`src/rtl/sipo_drain_ctrl.sv`:
```
// AXI4-Lite read master that polls the SIPO capture FIFO STATUS register, reads DATA
// when words are pending and forwards each word on a valid/ready stream.
module sipo_drain_ctrl #(
  parameter int unsigned            ADDR_BITS = 32,
  parameter int unsigned            DATA_BITS = 32,
  parameter logic [ADDR_BITS-1:0]   BASE_ADDR = '0,
  parameter int unsigned            CNT_BITS  = 16,
  parameter int unsigned            POLL_GAP  = 4
) (
  input  logic                 clk,
  input  logic                 rstn,
  input  logic                 start,
  input  logic                 stop,
  input  logic [CNT_BITS-1:0]  cfg_words,
  output logic                 m_ar_valid,
  input  logic                 m_ar_ready,
  output logic [ADDR_BITS-1:0] m_ar_addr,
  output logic [2:0]           m_ar_prot,
  input  logic                 m_r_valid,
  output logic                 m_r_ready,
  input  logic [DATA_BITS-1:0] m_r_data,
  input  logic [1:0]           m_r_resp,
  output logic                 out_valid,
  input  logic                 out_ready,
  output logic [DATA_BITS-1:0] out_data,
  output logic                 busy,
  output logic                 done,
  output logic                 err,
  output logic                 ovf,
  output logic [CNT_BITS-1:0]  word_cnt
);

  typedef enum logic [3:0] {
    IDLE, POLL_AR, POLL_R, GAP, DATA_AR, DATA_R, PUSH, DONE, ERR
  } state_t;

  localparam int unsigned GAP_BITS = $clog2(POLL_GAP + 1);

  state_t              state, nxt;
  logic [GAP_BITS-1:0] gap_cnt;
  logic [CNT_BITS-1:0] cnt_inc;
  logic                ar_hs, r_hs, out_hs, resp_ok, gap_end, last_word;

  assign m_ar_prot = '0;
  assign ar_hs     = m_ar_valid && m_ar_ready;
  assign r_hs      = m_r_valid && m_r_ready;
  assign out_hs    = out_valid && out_ready;
  assign resp_ok   = (m_r_resp == 2'b00);
  assign cnt_inc   = word_cnt + CNT_BITS'(1);
  assign gap_end   = (gap_cnt == GAP_BITS'(POLL_GAP - 1));
  assign last_word = (cfg_words != '0) && (cnt_inc == cfg_words);

  always_comb begin
    nxt = state;
    unique case (state)
      IDLE:    if (start) nxt = POLL_AR;
      POLL_AR: if (ar_hs) nxt = POLL_R;
      POLL_R:
        if (r_hs) begin
          if (!resp_ok)       nxt = ERR;
          else if (m_r_data[0]) nxt = DATA_AR;
          else if (stop)      nxt = DONE;
          else                nxt = GAP;
        end
      GAP:
        if (stop)         nxt = DONE;
        else if (gap_end) nxt = POLL_AR;
      DATA_AR: if (ar_hs) nxt = DATA_R;
      DATA_R:
        if (r_hs) nxt = resp_ok ? PUSH : ERR;
      PUSH:
        if (out_hs) nxt = (last_word || stop) ? DONE : POLL_AR;
      DONE:    nxt = IDLE;
      ERR:     nxt = IDLE;
      default: nxt = IDLE;
    endcase
  end

  // Outputs are registered from the next state so they line up with the state register.
  always_ff @(posedge clk or negedge rstn) begin
    if (!rstn) begin
      state      <= IDLE;
      gap_cnt    <= '0;
      m_ar_valid <= 1'b0;
      m_ar_addr  <= '0;
      m_r_ready  <= 1'b0;
      out_valid  <= 1'b0;
      out_data   <= '0;
      busy       <= 1'b0;
      done       <= 1'b0;
      err        <= 1'b0;
      ovf        <= 1'b0;
      word_cnt   <= '0;
    end else begin
      state      <= nxt;
      m_ar_valid <= (nxt == POLL_AR) || (nxt == DATA_AR);
      m_ar_addr  <= (nxt == POLL_AR) ? BASE_ADDR + ADDR_BITS'(8) :
                    (nxt == DATA_AR) ? BASE_ADDR : '0;
      m_r_ready  <= (nxt == POLL_R) || (nxt == DATA_R);
      out_valid  <= (nxt == PUSH);
      busy       <= (nxt != IDLE);
      done       <= (nxt == DONE);
      gap_cnt    <= (state == GAP && nxt == GAP) ? gap_cnt + GAP_BITS'(1) : '0;

      if (state == IDLE && start) begin
        word_cnt <= '0;
        err      <= 1'b0;
        ovf      <= 1'b0;
      end
      if (state == POLL_R && r_hs && resp_ok && m_r_data[1])
        ovf <= 1'b1;
      if (state == DATA_R && r_hs && resp_ok)
        out_data <= m_r_data;
      // Free-running runs saturate instead of wrapping.
      if (state == PUSH && out_hs && word_cnt != '1)
        word_cnt <= cnt_inc;
      if (nxt == ERR)
        err <= 1'b1;
    end
  end

endmodule

```
`config.mk`:
```
export PLATFORM = sky130hd
export DESIGN_NAME = sipo_drain_ctrl
export DESIGN_NICKNAME = d
export VERILOG_FILES = /design/src/rtl/sipo_drain_ctrl.sv
export SDC_FILE = /design/constraint.sdc
export NUM_CORES = 1
export LEC_CHECK = 0
export ABC_AREA = 1
export BUFFER_PORTS_ARGS = -buffer_cell sky130_fd_sc_hd__buf_2
export CORE_MARGIN = 3
export CORE_UTILIZATION = 24
export CTS_BUF_LIST = sky130_fd_sc_hd__clkbuf_16
export CTS_CLUSTER_DIAMETER = 40
export DETAILED_ROUTE_END_ITERATION = 8
export HOLD_SLACK_MARGIN = 0.15
export PLACE_DENSITY_LB_ADDON = 0.2
export SETUP_SLACK_MARGIN = 0.4
export SLEW_MARGIN = 20
export SYNTH_ARGS = -nofsm -noshare
export SYNTH_HDL_FRONTEND = slang
export SYNTH_SLANG_ARGS = --single-unit
```
`constraint.sdc`:
```
create_clock -name clk -period 5.95 [get_ports clk]
set_input_delay 1.785 -clock clk [delete_from_list [all_inputs] [get_ports clk]]
set_output_delay 1.785 -clock clk [all_outputs]
set_load 0.03 [all_outputs]
```
==> flow_metrics.py <==
metrics = {
    "yosys": {
        "ys_seq_elements": 63,
        "ys_seq_area_frac": 0.428,
        "synthMuxAreaShare": 0,
        "synth_compound_area_frac": 0.0544,
        "synth_edf_count": 0,
        "synth-async-reset-ratio": 1.00,
        "synth_xor_area_frac": 0.0167,
        "synth_cell_types": 36,
        "yosysWarnings": 0,
        "post-synth-top-count-cell": "nand2_1",
        "netlist.area_leader.share": 0.428,
        "netlist_top_cells_count": "nand2_1, dfrtp_1, inv_1",
        "ys.flop_type": "dfrtp_1",
        "yosys.area_share.simple": 0.354,
        "synth_fa_ha_area_frac": 0.0102,
        "yosysTopAreaCell": "dfrtp_1",
        "synth_top_family_by_area": "simple AND/OR/NAND/NOR gates",
        "synth_area_per_cell_um2": 7.45,
        "synth_area_um2": 3680,
        "synth_area_leaders": "dfrtp_1, nand2_1, buf_4",
        "netlist_instances": 494,
    },
    "route": {
        "drt-initial-drc-count": 188,
        "route.detailed.drc": 0,
        "wl_per_cell_um": 13.1,
        "wl_mm": 10.5,
        "antenna_left": 0,
        "vias_per_cell": 4.28,
        "firstDrtPassIters": 5,
        "dr_total_vias": 3426,
    },
    "global_routing": {
        "grt.total_usage": 0.125,
        "grt_pass1_vias": 3357,
        "grt_max_degree": 36,
        "antenna_found_initial": 0,
        "grt_pass1_wl_mm": 16.5,
        "grt-ovfl-total": 0,
    },
    "cts": {
        "hold_buffers": 0,
        "cts_resized": 0,
        "cts_tree": "yes",
        "clk_path_buf_depth": 2,
        "path_clk_slew_ns": 0.06,
        "cts_root_buf": "clkbuf_16",
        "cts_setup_buffers": 0,
        "clock_latency_ns": 0.34,
        "cts.sinks": 63,
        "cts_buffers": 9,
        "h-tree-depth": 3,
    },
    "timing": {
        "max_freq_ghz": 0.276,
        "setup_tns_ns": 0,
        "finalCritPeriodShare": 0.610,
        "finalHoldViolations": 0,
        "layout_setup_ws_ns": 2.32,
        "period_needed_ns": 3.63,
        "final-max-slew-violation-count": 0,
        "relSlewSlack": 0.356,
        "rsz0062_at_grt": "false",
        "fin_skew_ns": 0.00723,
        "finalSetupViolCount": 0,
        "tightestPinTransition_ns": 0.966,
        "timing.hold.ws_ns": 0.461,
    },
    "worst_setup_path": {
        "crit_path_start_kind": "primary input",
        "worstSetupEndpointType": "flip-flop",
        "arrival_ns": 3.90,
        "worstSetupPathType": "in2reg",
        "path_max_fanout": 35,
        "critPathRequiredTime_ns": 6.22,
    },
    "power_and_ir_drop": {
        "leakage_nw": 2.62,
        "power_density_nw_per_um2": 344,
        "fin_total_pwr_mw": 1.58,
        "peakVddDrop_mv": 0.163,
    },
    "placed_design": {
        "port_buffers": 112,
        "dp_cells": 783,
        "placed_cell_area_um2": 4320,
        "hpwl_mm": 8.00,
        "dp_slack_ns": 1.95,
        "place_congestion": 0.806,
    },
    "floorplan": {
        "core_um2": 14800,
        "die_h_um": 130,
        "die-area_um2": 16900,
        "io_pins": 147,
        "initial_utilization": 0.249,
        "rows": 44,
        "die_w_um": 130,
    },
    "flow_run": {
        "drv_cap": 0,
    },
    "finish": {
        "drive_above_1_share": 0.260,
        "final_util": 0.312,
        "syn2layout_area_growth_pct": 25.1,
        "layout.cells.non_filler": 800,
        "final_area_um2": 4600,
        "final_nets": 670,
    },
    "worst_hold_path": {
        "min_path_type": "reg2reg",
    },
    "outcome": {
        "status": "completed",
    },
}
-- registers in the layout, indices dropped and copies added, names as in the netlist --
name / count
busy: 1
done: 1
err: 1
gap_cnt: 3
m_ar_addr: 1
m_ar_valid: 1
m_r_ready: 1
out_data: 32
out_valid: 1
ovf: 1
state: 4
word_cnt: 16
-- metal layers --
metal	global-route usage	share of wire	vias to the layer above
met5	0	0	-
met4	0.0397	0.014	0
met2	0.202	0.46	125
li1	-	-	1724
met1	0.156	0.44	1566
met3	0.0446	0.083	11
-- layout by cell type, fill, tap and decap left out, types with 2 or more instances in the layout --
master,n
nor3_1,8
o22ai_1,9
inv_2,4
dfrtp_1,63
clkbuf_16,9
nor2_4,4
o21ai_2,2
ha_1,3
o21ai_0,11
nand3b_1,2
a21oi_1,3
nand4_1,8
nor2_2,3
nand2_1,189
inv_1,53
nand3_1,31
nor3_2,4
clkinv_4,2
nor2_1,29
clkinvlp_4,2
nand2_4,3
xor2_1,3
buf_2,112
conb_1,34
nand2_2,7
-- power breakdown --
part / internal (mW) / switching [mW]
logic: 0.149 / 0.375
clock network: 0.287 / 0.219
registers: 0.505 / 0.0486
-- cell type report --
class | count | area, um2
inverters | 57 | 214
clock inverters | 7 | 57.6
multi-input cells | 366 | 1730
repair buffers | 113 | 568
diodes | 1 | 2.50
well taps | 184 | 230
flip-flops and latches | 63 | 1580
fillers | 1574 | 10200
clock buffers | 9 | 225
-- worst paths after layout --
check,from,slack [ns],end,cells past startpoint
max in group asynchronous,rstn,3.44,state[0],2
worst max-delay path,m_r_resp[1],2.32,out_data[23],8
worst max register to register,state[3],3.30,out_data[23],7
worst min-delay path,gap_cnt[0],0.46,gap_cnt[0],1
min in group asynchronous,rstn,1.57,word_cnt[4],1
worst min register to register,gap_cnt[0],0.46,gap_cnt[0],1
-- logic make-up after synthesis --
family | Yosys count
simple gates | 292
flops | 63
other cells | 1
xor+xnor | 5
fa+ha+maj | 3
buf+inv | 98
compound gates | 32
-- worst max-delay path, stage by stage --
cell and delay, ns:
buf_2 0.09, nor2_1 0.18, inv_1 0.08, nor2_1 0.19, nand2_2 0.43, inv_1 0.90
nand2_1 0.13, nand2_1 0.09
No activity file was read; power rests on OpenSTA's default activity.
